$ cat src/rtl/int4_dequant_feeder.sv
// rtl/int4_dequant_feeder.sv - sequences FP16 group scales and int4 weight nibbles into operand pairs
// One scale covers GROUP_SIZE weights; each packed word is emitted lane 0 first.
module int4_dequant_feeder #(
  parameter int INT_WIDTH  = 4,
  parameter int WORD_WIDTH = 32,
  parameter int FP_WIDTH   = 16,
  parameter int GROUP_SIZE = 32,
  parameter int CNT_WIDTH  = 16
) (
  input  logic                  clk_i,
  input  logic                  rst_i,
  input  logic                  start_i,
  input  logic [CNT_WIDTH-1:0]  num_weights_i,
  input  logic                  scale_valid_i,
  output logic                  scale_ready_o,
  input  logic [FP_WIDTH-1:0]   scale_data_i,
  input  logic                  weight_valid_i,
  output logic                  weight_ready_o,
  input  logic [WORD_WIDTH-1:0] weight_data_i,
  output logic                  out_valid_o,
  input  logic                  out_ready_i,
  output logic [FP_WIDTH-1:0]   out_a_o,
  output logic [INT_WIDTH-1:0]  out_b_o,
  output logic                  out_last_o,
  output logic                  busy_o,
  output logic                  done_o
);

  localparam int LANES  = WORD_WIDTH / INT_WIDTH;
  localparam int LANE_W = $clog2(LANES);
  localparam int GRP_W  = $clog2(GROUP_SIZE);

  localparam logic [LANE_W-1:0]    LANE_ONE  = {{(LANE_W-1){1'b0}}, 1'b1};
  localparam logic [LANE_W-1:0]    LANE_LAST = LANE_W'(LANES - 1);
  localparam logic [GRP_W-1:0]     GRP_ONE   = {{(GRP_W-1){1'b0}}, 1'b1};
  localparam logic [GRP_W-1:0]     GRP_LAST  = GRP_W'(GROUP_SIZE - 1);
  localparam logic [CNT_WIDTH-1:0] REM_ONE   = {{(CNT_WIDTH-1){1'b0}}, 1'b1};

  typedef enum logic [1:0] {IDLE, LOAD_SCALE, LOAD_WORD, EMIT} state_t;

  state_t                state_q;
  logic [FP_WIDTH-1:0]   scale_q;
  logic [WORD_WIDTH-1:0] word_q;
  logic [LANE_W-1:0]     lane_q;
  logic [GRP_W-1:0]      grp_q;
  logic [CNT_WIDTH-1:0]  rem_q;
  logic                  done_q;

  always_ff @(posedge clk_i or posedge rst_i) begin
    if (rst_i) begin
      state_q <= IDLE;
      scale_q <= '0;
      word_q  <= '0;
      lane_q  <= '0;
      grp_q   <= '0;
      rem_q   <= '0;
      done_q  <= 1'b0;
    end else begin
      done_q <= 1'b0;
      case (state_q)
        IDLE: begin
          if (start_i) begin
            if (num_weights_i != '0) begin
              rem_q   <= num_weights_i;
              state_q <= LOAD_SCALE;
            end else begin
              done_q <= 1'b1;
            end
          end
        end
        LOAD_SCALE: begin
          if (scale_valid_i) begin
            scale_q <= scale_data_i;
            grp_q   <= '0;
            state_q <= LOAD_WORD;
          end
        end
        LOAD_WORD: begin
          if (weight_valid_i) begin
            word_q  <= weight_data_i;
            lane_q  <= '0;
            state_q <= EMIT;
          end
        end
        EMIT: begin
          if (out_ready_i) begin
            rem_q  <= rem_q - REM_ONE;
            lane_q <= lane_q + LANE_ONE;
            grp_q  <= grp_q + GRP_ONE;
            // Group end always coincides with a word end, so the scale reload also fetches a word.
            if (rem_q == REM_ONE) begin
              state_q <= IDLE;
              done_q  <= 1'b1;
            end else if (grp_q == GRP_LAST) begin
              state_q <= LOAD_SCALE;
            end else if (lane_q == LANE_LAST) begin
              state_q <= LOAD_WORD;
            end
          end
        end
        default: state_q <= IDLE;
      endcase
    end
  end

  assign scale_ready_o  = (state_q == LOAD_SCALE);
  assign weight_ready_o = (state_q == LOAD_WORD);
  assign out_valid_o    = (state_q == EMIT);
  assign out_a_o        = out_valid_o ? scale_q : '0;
  assign out_b_o        = out_valid_o ? word_q[lane_q*INT_WIDTH +: INT_WIDTH] : '0;
  assign out_last_o     = out_valid_o && (rem_q == REM_ONE);
  assign busy_o         = (state_q != IDLE);
  assign done_o         = done_q;

endmodule

$ cat config.mk
export PLATFORM = sky130hd
export DESIGN_NAME = int4_dequant_feeder
export DESIGN_NICKNAME = d
export VERILOG_FILES = /design/src/rtl/int4_dequant_feeder.sv
export SDC_FILE = /design/constraint.sdc
export NUM_CORES = 1
export LEC_CHECK = 0
export ABC_AREA = 1
export CAP_MARGIN = 10
export CORE_MARGIN = 4
export CORE_UTILIZATION = 48
export CTS_BUF_LIST = sky130_fd_sc_hd__clkbuf_4 sky130_fd_sc_hd__clkbuf_8
export DETAILED_ROUTE_END_ITERATION = 10
export PLACE_DENSITY = 0.84
export SLEW_MARGIN = 25
export SYNTH_ARGS = -nofsm -noshare
export SYNTH_HDL_FRONTEND = slang
export SYNTH_SLANG_ARGS = --single-unit
$ cat constraint.sdc
create_clock -name clk_i -period 2.3 [get_ports clk_i]
set_input_delay 0.46 -clock clk_i [delete_from_list [all_inputs] [get_ports clk_i]]
set_output_delay 0.46 -clock clk_i [all_outputs]
set_load 0.01 [all_outputs]
# After elaboration in Yosys (flattened, before gate mapping)
# Index checks and enable logic that the tools add are counted.
dict set report word_totals {
  register_bits 75
  input_bits 70
  output_inout_bits 26
  elab_cells 62
}
dict set report classes {
  add_sub_neg 3
  eq_ne 12
  shift 1
  n_mux 26
  n_reduce_logical 13
}
# cell count
set op_table {}
lappend op_table {{16-bit 2-to-1 mux} 4}
lappend op_table {{16-bit one-hot mux with 2 select lines} 1}
lappend op_table {{32-bit by 6-bit variable part select with 4-bit output} 1}
lappend op_table {{16-bit by 1-bit == test with 1-bit output, second input constant} 1}
lappend op_table {{2-bit 2-to-1 mux} 8}
lappend op_table {{16-bit nonzero test} 1}
lappend op_table {{16-bit by 1-bit subtractor with 16-bit output, second input constant} 1}
lappend op_table {{5-bit 2-to-1 mux} 2}
lappend op_table {{5-bit one-hot mux with 2 select lines} 1}
lappend op_table {{2-bit != test, second input constant} 4}
lappend op_table {{2-bit one-hot mux with 4 select lines} 1}
lappend op_table {{2-bit nonzero test} 4}
lappend op_table {{3-bit 2-to-1 mux} 2}
lappend op_table {{3-bit one-hot mux with 2 select lines} 1}
lappend op_table {{3-bit AND reduction} 2}
lappend op_table {{6-bit AND reduction} 1}
lappend op_table {{5-bit by 1-bit adder with 5-bit output, second input constant} 1}
lappend op_table {{5-bit == test, second input constant} 1}
lappend op_table {{2-bit == test, second input constant} 2}
lappend op_table {{1-bit 2-to-1 mux} 4}
lappend op_table {{4-bit 2-to-1 mux} 1}
lappend op_table {{4-bit by 1-bit != test with 1-bit output, second input constant} 1}
lappend op_table {{2-bit AND reduction} 2}
lappend op_table {{4-bit AND reduction} 1}
lappend op_table {{7 further kinds} 7}

# Depth between registers and ports, before layout
# Gate-level depths: netlist of run 1.
dict set report logic_depth {
  ltp_word 6
  mapped_depth 12
  mapped_depth_nobuf 12
}

# Worst setup path before layout of run 1
# No wires, ideal clock.
dict set report synth_path {
  path_type {flip-flop to output port}
  startpoint {register state_q[1]}
  endpoint {output port out_b_o[0]}
  t_arrival_ns 1.434
  required_ns 1.840
  setup_slack_ns 0.406
  stages_incl_launch_ff 6
  path_cell_list {dfrtp_1 ha_1 buf_2 clkbuf_1 o21ai_0 nor2_1}
}
dict set report synth_between {
  elab_chain_len 2
}
# element line
set synth_rtl {}
lappend synth_rtl {{from (decl)} 41} ;# state_t state_q;
lappend synth_rtl {{from (signal assigned)} 51} ;# state_q <= IDLE;
lappend synth_rtl {{from (signal assigned)} 65} ;# state_q <= LOAD_SCALE;
lappend synth_rtl {{from (signal assigned)} 75} ;# state_q <= LOAD_WORD;
lappend synth_rtl {{2-bit == test} 108} ;# assign out_valid_o = (state_q == EMIT);
lappend synth_rtl {{via out_valid_o} 20} ;# output logic out_valid_o,
lappend synth_rtl {{4-bit 2-to-1 mux} 110} ;# assign out_b_o = out_valid_o ? word_q[lane_q*INT_WIDTH +: INT_WIDTH] : '0;
lappend synth_rtl {{to (decl)} 23} ;# output logic [INT_WIDTH-1:0] out_b_o,
# The timed path passes the listed nets, and every way through them passes these cells.

# Worst setup path in the final report of run 1
dict set report layout_path {
  startpoint {register lane_q[0]}
  endpoint {output port out_b_o[2]}
}
dict set report layout_between {
  elab_chain_len 2
}
# element line
set layout_rtl {}
lappend layout_rtl {{from (decl)} 44} ;# logic [LANE_W-1:0] lane_q;
lappend layout_rtl {{from (signal assigned)} 88} ;# lane_q <= lane_q + LANE_ONE;
lappend layout_rtl {{32-bit by 6-bit variable part select with 4-bit output} 110}
lappend layout_rtl {{4-bit 2-to-1 mux} 110}
# No other way between the ends.

==> summary.txt, run 1 <==
Synth
  – Register area share after synthesis: between 40% and 50%
  – Most instantiated cells after synthesis: 125 x nand2_1, 75 x dfrtp_1, 57 x nor2_1
  – Yosys reg bits: 75
  – Number of distinct library cells after synthesis: 31
  – Synthesized area: between 0.004 and 0.005 sq mm
  – Area leader, netlist: dfrtp_1
  – Syn Nets: slightly above 600
  – Most numerous cell in the Yosys netlist: nand2_1
  – Synth top area cells: dfrtp_1 43%, nand2_1 11%, mux2_2 10%
  – Yosys warns: 0
  – Top-area cell type share of the netlist area: 43.24%
  – Top_reg_cell synth: dfrtp_1
  – Number of flops mapped to enable cells by yosys: 0
  – Syn Area/Cell: just over 8 sq um
  – Async SR Flop Fraction: between 90% and 100%
  – Mapped Cells: 523

Timing
  – Max Freq: between 400 and 500 MHz
  – Final Max Tran Viols: 0
  – Final period util: between 90% and 100%
  – Clock skew: 0.008348 ns
  – Worst slew margin: approximately 60%
  – Slew @ Worst Pin: between 0.5 and 0.6 ns
  – Hold Vio Cnt, Final: 0
  – Setup TNS: 0 ns
  – Fin crit period: 2.251 ns
  – Final setup viols: 0

Critical path
  – Worst EP arrival: approximately 1.8 ns
  – Required @ worst endpoint: about 1.8 ns
  – Crit start category: register
  – CP endpoint kind: output pin
  – Crit Path Class: register to output pin
  – R2R depth: 13
  – Worst-path maximum fanout: 18

Final layout
  – Fin util: between 60% and 70%
  – # diodes: 0
  – # nets final: around 700
  – Area grow syn2layout: 32.57%
  – Fillers: roughly 730
  – Area of the multi-input gates: 0.002148 sq mm
  – Sequential Area: 0.001879 sq mm
  – Layout cells sized above 1: between 20% and 30%
  – Non-Filler Instances: between 700 and 800

Place
  – Global placement routability congestion: 0.8933
  – # placed instances: about 700
  – # port buffers: 95
  – Dpl hpwl: just under 8 mm

Detailed routing
  – Drt pass-1 iters: 7
  – DRC violations left: 0
  – WL final: 10.68 mm
  – Avg WL per Cell: between 10 and 15 um
  – Vias: 3921
  – Initial drt markers: a little under 300
  – Vias/cell: about 5.3
  – Detail Route Antenna Nets: 0

Power and ir drop
  – Sw frac: 41.86%
  – Internal power: about 3.8 mW
  – Power share of the combinational group: about half
  – Power Density: around 1100 mW/mm^2
  – Pleak: 2.779 nW
  – Clock group share of total power: between 15 and 20%
  – Max VDD drop: between 0.6 and 0.7 mV
  – Pwr Total: 6.596 mW
  – Net Sw Power: approximately 2.8 mW
  – Seq pwr share: between 30 and 40%

Floorplanning
  – Core area: 0.008763 sq mm
  – Die height: between 100 and 150 um
  – Die W: between 100 and 150 um
  – Ports: 96
  – Initial Utilization: 49.53%
  – Full die area: roughly 0.011 sq mm
  – # rows: 34

Global route
  – Maximum number of pins on one net before global-route repair: 41
  – GRT overflow: 0
  – Vias in the first global route: just under 4000
  – First-pass GRT wire length: about 18 mm
  – Number of antenna violations at the first check in global routing: 0
  – Global Route Usage Sum: between 20% and 30%

Status
  – Status: finished clean

Clocking
  – CTS HTree Levels: 3
  – Worst-path clk slew: 0.09 ns
  – Clock Tree Buf Depth: 2
  – Post-CTS Hold Fix Bufs: 0
  – Clock sink total: 75
  – CTS Buf Count: 9
  – CTS tree: built
  – Clk_lat worst skew: between 0.3 and 0.4 ns
  – CTS Root Cell: clkbuf_8

Hold path
  – Hold crit path type: register to register
  – Hold Path Stages: 1

Flow run
  – Max_cap viols: 0
[placed cells by master, fill, tap and decap left out, drive strengths merged, types with 5 or more instances in the layout]
master and instances:
nand2 135, clkdlybuf4s50 88, dfrtp 75, nor2 67, inv 66, o21ai 51
mux2 40, nand3 30, a21oi 21, buf 21, clkbuf 12, ha 11
or2 5
[through the flow]
stage | setup slack (ns) | hold slack, ns | instance area (sq um)
3_5_place_dp | 0.01616 | 0.4847 | 5453
3_3_place_gp | 0.08031 | 0.4750 | 5453
6_report | 0.04859 | 0.5122 | 5754
2_1_floorplan | 0.4063 | 0.4594 | 4344
5_1_grt | -0.03217 | 0.5343 | 5754
4_1_cts | -0.02890 | 0.5132 | 5731
[cells by family (layout without fill, tap and decap cells)]
group | count (synthesis) | after routing | synth area share [%]
compound gates | 72 | 72 | 9.167
xor+xnor | 3 | 3 | 0.6055
simple gates | 243 | 243 | 25.51
mux | 40 | 40 | 10.38
buf+inv | 79 | 192 | 7.927
flops | 75 | 75 | 43.24
fa+ha+maj | 11 | 11 | 3.171
[sequential cells by signal, summed over array words and instances (netlist names)]
name	flops
grp_q	5
rem_q	16
word_q	32
state_q	2
done_o	1
scale_q	16
lane_q	3
[power by group through the flow]
stage / clock network, mW / logic [mW] / registers, mW
CTS: 1.04 / 3.16 / 2.36
detailed placement: 0 / 3.05 / 2.39
global placement: 0 / 2.95 / 2.37
global route: 1.10 / 3.59 / 2.43
floorplan: 0 / 2.29 / 2.22
finish: 1.02 / 3.21 / 2.36
[repair_timing]
| action | CTS | global route |
|---|---|---|
| pin swaps | 0 | 2 |
| setup endpoints to repair | 23 | 24 |
| gates resized for setup | 21 | 23 |
| buffers inserted | 7 | 3 |
| gates cloned | 0 | 0 |
[routing by layer]
layer | vias to the layer above | share of wire (%) | GRT usage [%]
li1 | 1882 | - | -
met1 | 1865 | 41 | 27.52
met3 | 16 | 7.1 | 4.939
met4 | 0 | 1.5 | 5.777
met5 | - | 0 | 0
met2 | 158 | 50 | 35.67
[critical path, stage by stage, from the launching register on]
cell and delay, ns:
dfrtp_2 0.41, buf_4 0.14, buf_4 0.15, inv_6 0.11, nor2_1 0.06, o21ai_0 0.24
a21oi_1 0.07, nor2_1 0.11, clkbuf_2 0.14
[cell type report]
| class | instances | share of cell area, % |
|---|---|---|
| Sequential cell | 75 | 32.66 |
| Multi-Input combinational cell | 369 | 37.33 |
| Clock buffer | 9 | 2.153 |
| Tap cell | 108 | 2.348 |
| Inverter | 61 | 4.131 |
| Clock inverter | 7 | 1.283 |
| Timing Repair Buffer | 115 | 20.09 |
[final timing paths]
kind | slack [ns] | start | to
setup / recovery | 0.05 | lane_q[0]$_DFFE_PP0P_ | out_b_o[2]
hold / removal | 0.51 | scale_q[7]$_DFFE_PP0P_ | scale_q[7]$_DFFE_PP0P_
setup reg to reg | 0.33 | state_q[1]$_DFFE_PP0P_ | rem_q[9]$_DFFE_PP0P_
hold reg to reg | 0.51 | scale_q[7]$_DFFE_PP0P_ | scale_q[7]$_DFFE_PP0P_
max in group asynchronous | 1.22 | rst_i | state_q[0]$_DFFE_PP0P_
min in group asynchronous | 0.52 | rst_i | word_q[0]$_DFFE_PP0P_
No activity file was read; power rests on OpenSTA's default activity.
==> inputs of run 2 (changes only) <==
Settings changed: CORE_UTILIZATION 48 to 46, PLACE_DENSITY 0.84 to 0.81, SLEW_MARGIN 25 to 20.
==> summary.txt, run 2 (same netlist as run 1, synthesis figures left out) <==
Final layout
  – # diodes: 0
  – Commonest non-fill, non-tap cell in the layout: nand2_1
  – Fin util: between 60% and 70%
  – Largest Register: word_q
  – Biggest registers after layout: word_q (32), rem_q (16), scale_q (16)
  – Fillers: between 800 and 900
  – Max reg flops: 32
  – Area grow syn2layout: 31.19%
  – Area of the multi-input gates: roughly 0.0021 sq mm
  – Most frequent cells in the layout: 125 x nand2_1, 87 x clkdlybuf4s50_1, 74 x dfrtp_1
  – Sequential Area: approximately 0.0019 sq mm
  – Layout cells sized above 1: just over 20%
  – # nets final: 708

Clocking
  – Clock Tree Buf Depth: 2
  – CTS Root Cell: clkbuf_8
  – CTS tree: built
  – Post-CTS Hold Fix Bufs: 0
  – CTS Buf Count: 9
  – Clk_lat worst skew: around 0.35 ns
  – Clock sink total: 75
  – Worst-path clk slew: 0.09 ns
  – CTS HTree Levels: 3

Timing
  – RSZ-0062 raised after global routing: no
  – Final Max Tran Viols: 0
  – Worst Slack Setup Final: roughly 0.11 ns
  – Hold WS: 0.5071 ns
  – Clock skew: roughly 0.015 ns
  – Fin crit period: ~2.2 ns
  – Final period util: a little over nine tenths
  – Hold Vio Cnt, Final: 0
  – Final setup viols: 0
  – Max Freq: around 460 MHz
  – Slew @ Worst Pin: 0.7129 ns
  – Setup TNS: 0 ns
  – Worst slew margin: between 50% and 60%

Critical path
  – CP peak stage delay: 0.53 ns
  – Crit path cell chain: ha_4, buf_12, nand2_1, inv_1, clkdlybuf4s50_1
  – Slowest cell on crit path: clkdlybuf4s50_1
  – Worst EP arrival: 1.73 ns
  – Required @ worst endpoint: 1.84 ns
  – Cell family with most CP delay: buffers and inverters
  – Buffer and inverter count on the worst path: 3
  – Crit start category: register
  – Crit Path Class: register to output pin
  – CP endpoint kind: output pin
  – Worst-path maximum fanout: 18

Floorplanning
  – Die height: ~110 um
  – Ports: 96
  – # rows: 35
  – Full die area: between 0.01 and 0.015 sq mm
  – Initial Utilization: a little under half
  – Core area: roughly 0.0092 sq mm
  – Die W: ~110 um

Global route
  – Vias in the first global route: between 3000 and 4000
  – Grt met3 use: 5.312%
  – Met1 usage: about 25%
  – Maximum number of pins on one net before global-route repair: 76
  – GRT overflow: 0
  – Global Route Usage Sum: 19.49%
  – GRT met2 Usage: 33.00%
  – Number of antenna violations at the first check in global routing: 0
  – First-pass GRT wire length: 17.66 mm
  – GRT busiest layer: met2

Detailed routing
  – DRC violations left: 0
  – Drt pass-1 iters: 5
  – Avg WL per Cell: around 14 um
  – Detail Route Antenna Nets: 0
  – Vias: 3810
  – Vias/cell: ~5
  – WL final: ~11 mm
  – Initial drt markers: between 100 and 150

Place
  – # port buffers: between 90 and 100
  – Dpl hpwl: 7.948 mm
  – Global placement routability congestion: just over 0.9
  – Place WS: roughly 0.11 ns

Hold path
  – Hold crit path type: register to register

Power and ir drop
  – Pleak: ~2.7 nW
  – Power Density: between 1000 and 1500 mW/mm^2
  – Max VDD drop: ~0.48 mV
  – Pwr Total: around 6.5 mW

Status
  – Status: finished clean

Flow run
  – Max_cap viols: 0
run 2: changes by cell type in the layout (fill, tap and decap cells not counted), sizes merged:
cell | previous run | this run
dlymetal6s2s | 2 | 1
dlygate4sd2 | 0 | 2
clkinv | 1 | 0
clkdlybuf4s15 | 1 | 0
inv | 66 | 61
clkdlybuf4s50 | 88 | 87
buf | 21 | 16
clkinvlp | 1 | 4
clkbuf | 12 | 16
bufinv | 0 | 1
run 2: metal layers:
| layer | up-vias | share of wire (%) |
|---|---|---|
| li1 | 1875 | - |
| met1 | 1802 | 43 |
| met2 | 118 | 49 |
| met3 | 15 | 6.0 |
| met4 | 0 | 1.4 |
| met5 | - | 0 |
run 2: what timing repair did:
item | 4_1_cts | 5_1_grt
buffers inserted | 0 | 2
pin swaps | 1 | 2
gates resized for setup | 12 | 14
setup endpoints to repair | 23 | 19
run 2: worst paths after layout:
| kind | slack, ns | end | cells past startpoint | start |
|---|---|---|---|---|
| max | 0.11 | out_a_o[7] | 5 | state_q[1]$_DFFE_PP0P_ |
| min | 0.51 | word_q[11]$_DFFE_PP0P_ | 1 | word_q[11]$_DFFE_PP0P_ |
| max reg2reg | 0.38 | scale_q[7]$_DFFE_PP0P_ | 5 | state_q[1]$_DFFE_PP0P_ |
| min reg2reg | 0.51 | word_q[11]$_DFFE_PP0P_ | 1 | word_q[11]$_DFFE_PP0P_ |
| max in group asynchronous | 1.40 | lane_q[1]$_DFFE_PP0P_ | 3 | rst_i |
| min in group asynchronous | 0.57 | rem_q[6]$_DFFE_PP0P_ | 3 | rst_i |
run 2: per-stage QoR:
stage          std cells  area, sq um
2_1_floorplan        523         4344
3_3_place_gp         725         5474
3_5_place_dp         725         5474
4_1_cts              741         5690
5_1_grt              743         5694
6_report             743         5694
run 2: worst register-to-register path, stage by stage, from the launching register on:
cell and delay (ns):
dfrtp_1 0.42, buf_4 0.16, inv_1 0.11, ha_2 0.23
nand2_1 0.43, mux2_2 0.45
run 2: power breakdown:
group	internal [mW]	switching (mW)
Combinational	1.44	1.71
Sequential	1.92	0.402
Clock	0.547	0.515
Total	3.91	2.63
run 2: cell type report:
type | instances | area share [%]
inverters | 61 | 4.087
repair buffers | 111 | 19.25
flip-flops and latches | 75 | 32.98
multi-input cells | 369 | 37.62
clock buffers | 11 | 2.549
well taps | 111 | 2.439
clock inverters | 5 | 1.077
==> inputs of run 3 (changes only) <==
Settings changed: CORE_UTILIZATION 46 to 40, PLACE_DENSITY 0.81 to 0.72, SLEW_MARGIN 20 to default.
==> summary.txt, run 3 (same netlist as run 1, synthesis figures left out) <==
Status
  – Status: finished clean

Place
  – # port buffers: 95
  – Global placement routability congestion: 0.9205
  – # placed instances: approximately 750
  – Dpl hpwl: between 8 and 9 mm
  – Dpl cell area: around 0.0055 sq mm
  – Place WS: roughly 0.078 ns

Critical path
  – Worst-path maximum fanout: 18
  – CP peak stage delay: 0.53 ns
  – Slowest cell on crit path: clkdlybuf4s50_1
  – FF-to-FF Start: state_q[0]$_DFFE_PP0P_
  – R2R depth: 13
  – Crit path cell chain: ha_4, buf_12, nand2_1, inv_1, clkdlybuf4s50_1
  – Crit start category: register
  – Crit Path Class: register to output pin
  – Required @ worst endpoint: about 1.8 ns
  – Worst EP arrival: approximately 1.7 ns
  – Flop-to-flop setup slack: roughly 0.30 ns
  – CP endpoint kind: output pin
  – Setup crit start: state_q[1]$_DFFE_PP0P_

Final layout
  – # diodes: 0
  – Area grow syn2layout: 32.14%
  – Layout cells sized above 1: about a fifth
  – Fillers: approximately 1000
  – Biggest registers after layout: word_q (32), rem_q (16), scale_q (16)
  – Most frequent cells in the layout: 125 x nand2_1, 86 x clkdlybuf4s50_1, 73 x dfrtp_1
  – Fin util: ~55%
  – # nets final: between 700 and 800
  – Largest Register: word_q
  – Max reg flops: 32
  – Commonest non-fill, non-tap cell in the layout: nand2_1
  – Non-Filler Instances: about 770
  – Fin area: 0.005736 sq mm

Clocking
  – CTS HTree Levels: 3
  – Clock Tree Buf Depth: 2
  – CTS tree: built
  – Clk_lat worst skew: around 0.35 ns
  – CTS Root Cell: clkbuf_8
  – Clock sink total: 75
  – Worst-path clk slew: roughly 0.090 ns
  – CTS Buf Count: 9

Timing
  – Worst Slack Setup Final: roughly 0.11 ns
  – Max Freq: between 400 and 500 MHz
  – RSZ-0062 raised after global routing: no
  – Final period util: 95.33%
  – Clock skew: roughly 0.01 ns
  – Final setup viols: 0
  – Hold Vio Cnt, Final: 0
  – Final Max Tran Viols: 0
  – Slew @ Worst Pin: 0.3981 ns
  – Setup TNS: 0 ns
  – Fin crit period: about 2.2 ns
  – Worst slew margin: 73.46%
  – Hold WS: roughly 0.51 ns

Global route
  – Vias in the first global route: ~4000
  – Global Route Usage Sum: between 10% and 20%
  – Number of antenna violations at the first check in global routing: 0
  – First-pass GRT wire length: ~18 mm
  – GRT overflow: 0
  – Maximum number of pins on one net before global-route repair: 76

Detailed routing
  – Vias: between 3000 and 4000
  – Drt pass-1 iters: 4
  – Detail Route Antenna Nets: 0
  – DRC violations left: 0
  – WL final: around 11 mm
  – Avg WL per Cell: 13.80 um
  – Initial drt markers: 135
  – Vias/cell: just under 5

Power and ir drop
  – Max VDD drop: ~0.55 mV
  – Power share of the combinational group: a little under half
  – Internal power: between 3 and 4 mW
  – Seq pwr share: a little over a third
  – Power Density: 1136 mW/mm^2
  – Clock group share of total power: 16.2%
  – Net Sw Power: around 2.6 mW
  – Pleak: approximately 2.8 nW
  – Pwr Total: 6.518 mW
  – Sw frac: around two fifths

Flow run
  – Max_cap viols: 0

Floorplanning
  – Full die area: 0.01258 sq mm
  – Initial Utilization: between 40% and 50%
  – Die W: 112.2 um
  – Core area: roughly 0.010 sq mm
  – Die height: roughly 110 um
  – Ports: 96
  – # rows: 37

Hold path
  – Hold crit path type: register to register
  – Worst hold path startpoint: word_q[10]$_DFFE_PP0P_
  – Hold Path Stages: 1
-- run 3: what timing repair did --
item,in CTS,in global routing
buffers inserted,0,1
endpoints found under the setup margin,23,21
pin swaps,0,1
gates resized for setup,15,10
hold buffers,0,0
-- run 3: critical path, delay by kind of cell (launching register included) --
family                     cells  cell delay (ns)
buffers and inverters          3             0.74
DFF                            1             0.40
adders and majority gates      1             0.18
and+or+nand+nor                1             0.07
-- run 3: worst paths after layout --
path	to
worst max-delay path	out_a_o[9]
worst min-delay path	word_q[10]$_DFFE_PP0P_
worst max register to register	rem_q[2]$_DFFE_PP0P_
worst min register to register	word_q[10]$_DFFE_PP0P_
max in group asynchronous	lane_q[1]$_DFFE_PP0P_
min in group asynchronous	rem_q[5]$_DFFE_PP0P_
-- run 3: layout make-up --
cell class	instances	area [sq um]	share of cell area [%]
clock buffer	10	131.4	2.291
clock inverter	6	73.82	1.287
inverter	61	235.2	4.101
multi-input combinational	369	2140	37.30
sequential	75	1879	32.77
tap	136	170.2	2.967
timing repair buffer	111	1106	19.28
-- run 3: routing by layer --
layer  vias up  GRT usage [%]  wire [um]
li1       1867              -          -
met1      1739          21.39       4558
met2       103          29.44       5258
met3        17          4.852        588
met4         0          6.330        195
met5         -              0          0
-- run 3: power by group through the flow --
| stage | Combinational (mW) | Clock [mW] | Sequential, mW |
|---|---|---|---|
| 3_5_place_dp | 3.11 | 0 | 2.36 |
| 6_report | 3.11 | 1.05 | 2.35 |
| 2_1_floorplan | 2.29 | 0 | 2.22 |
| 3_3_place_gp | 3.03 | 0 | 2.34 |
| 4_1_cts | 3.13 | 1.09 | 2.35 |
| 5_1_grt | 3.51 | 1.14 | 2.43 |
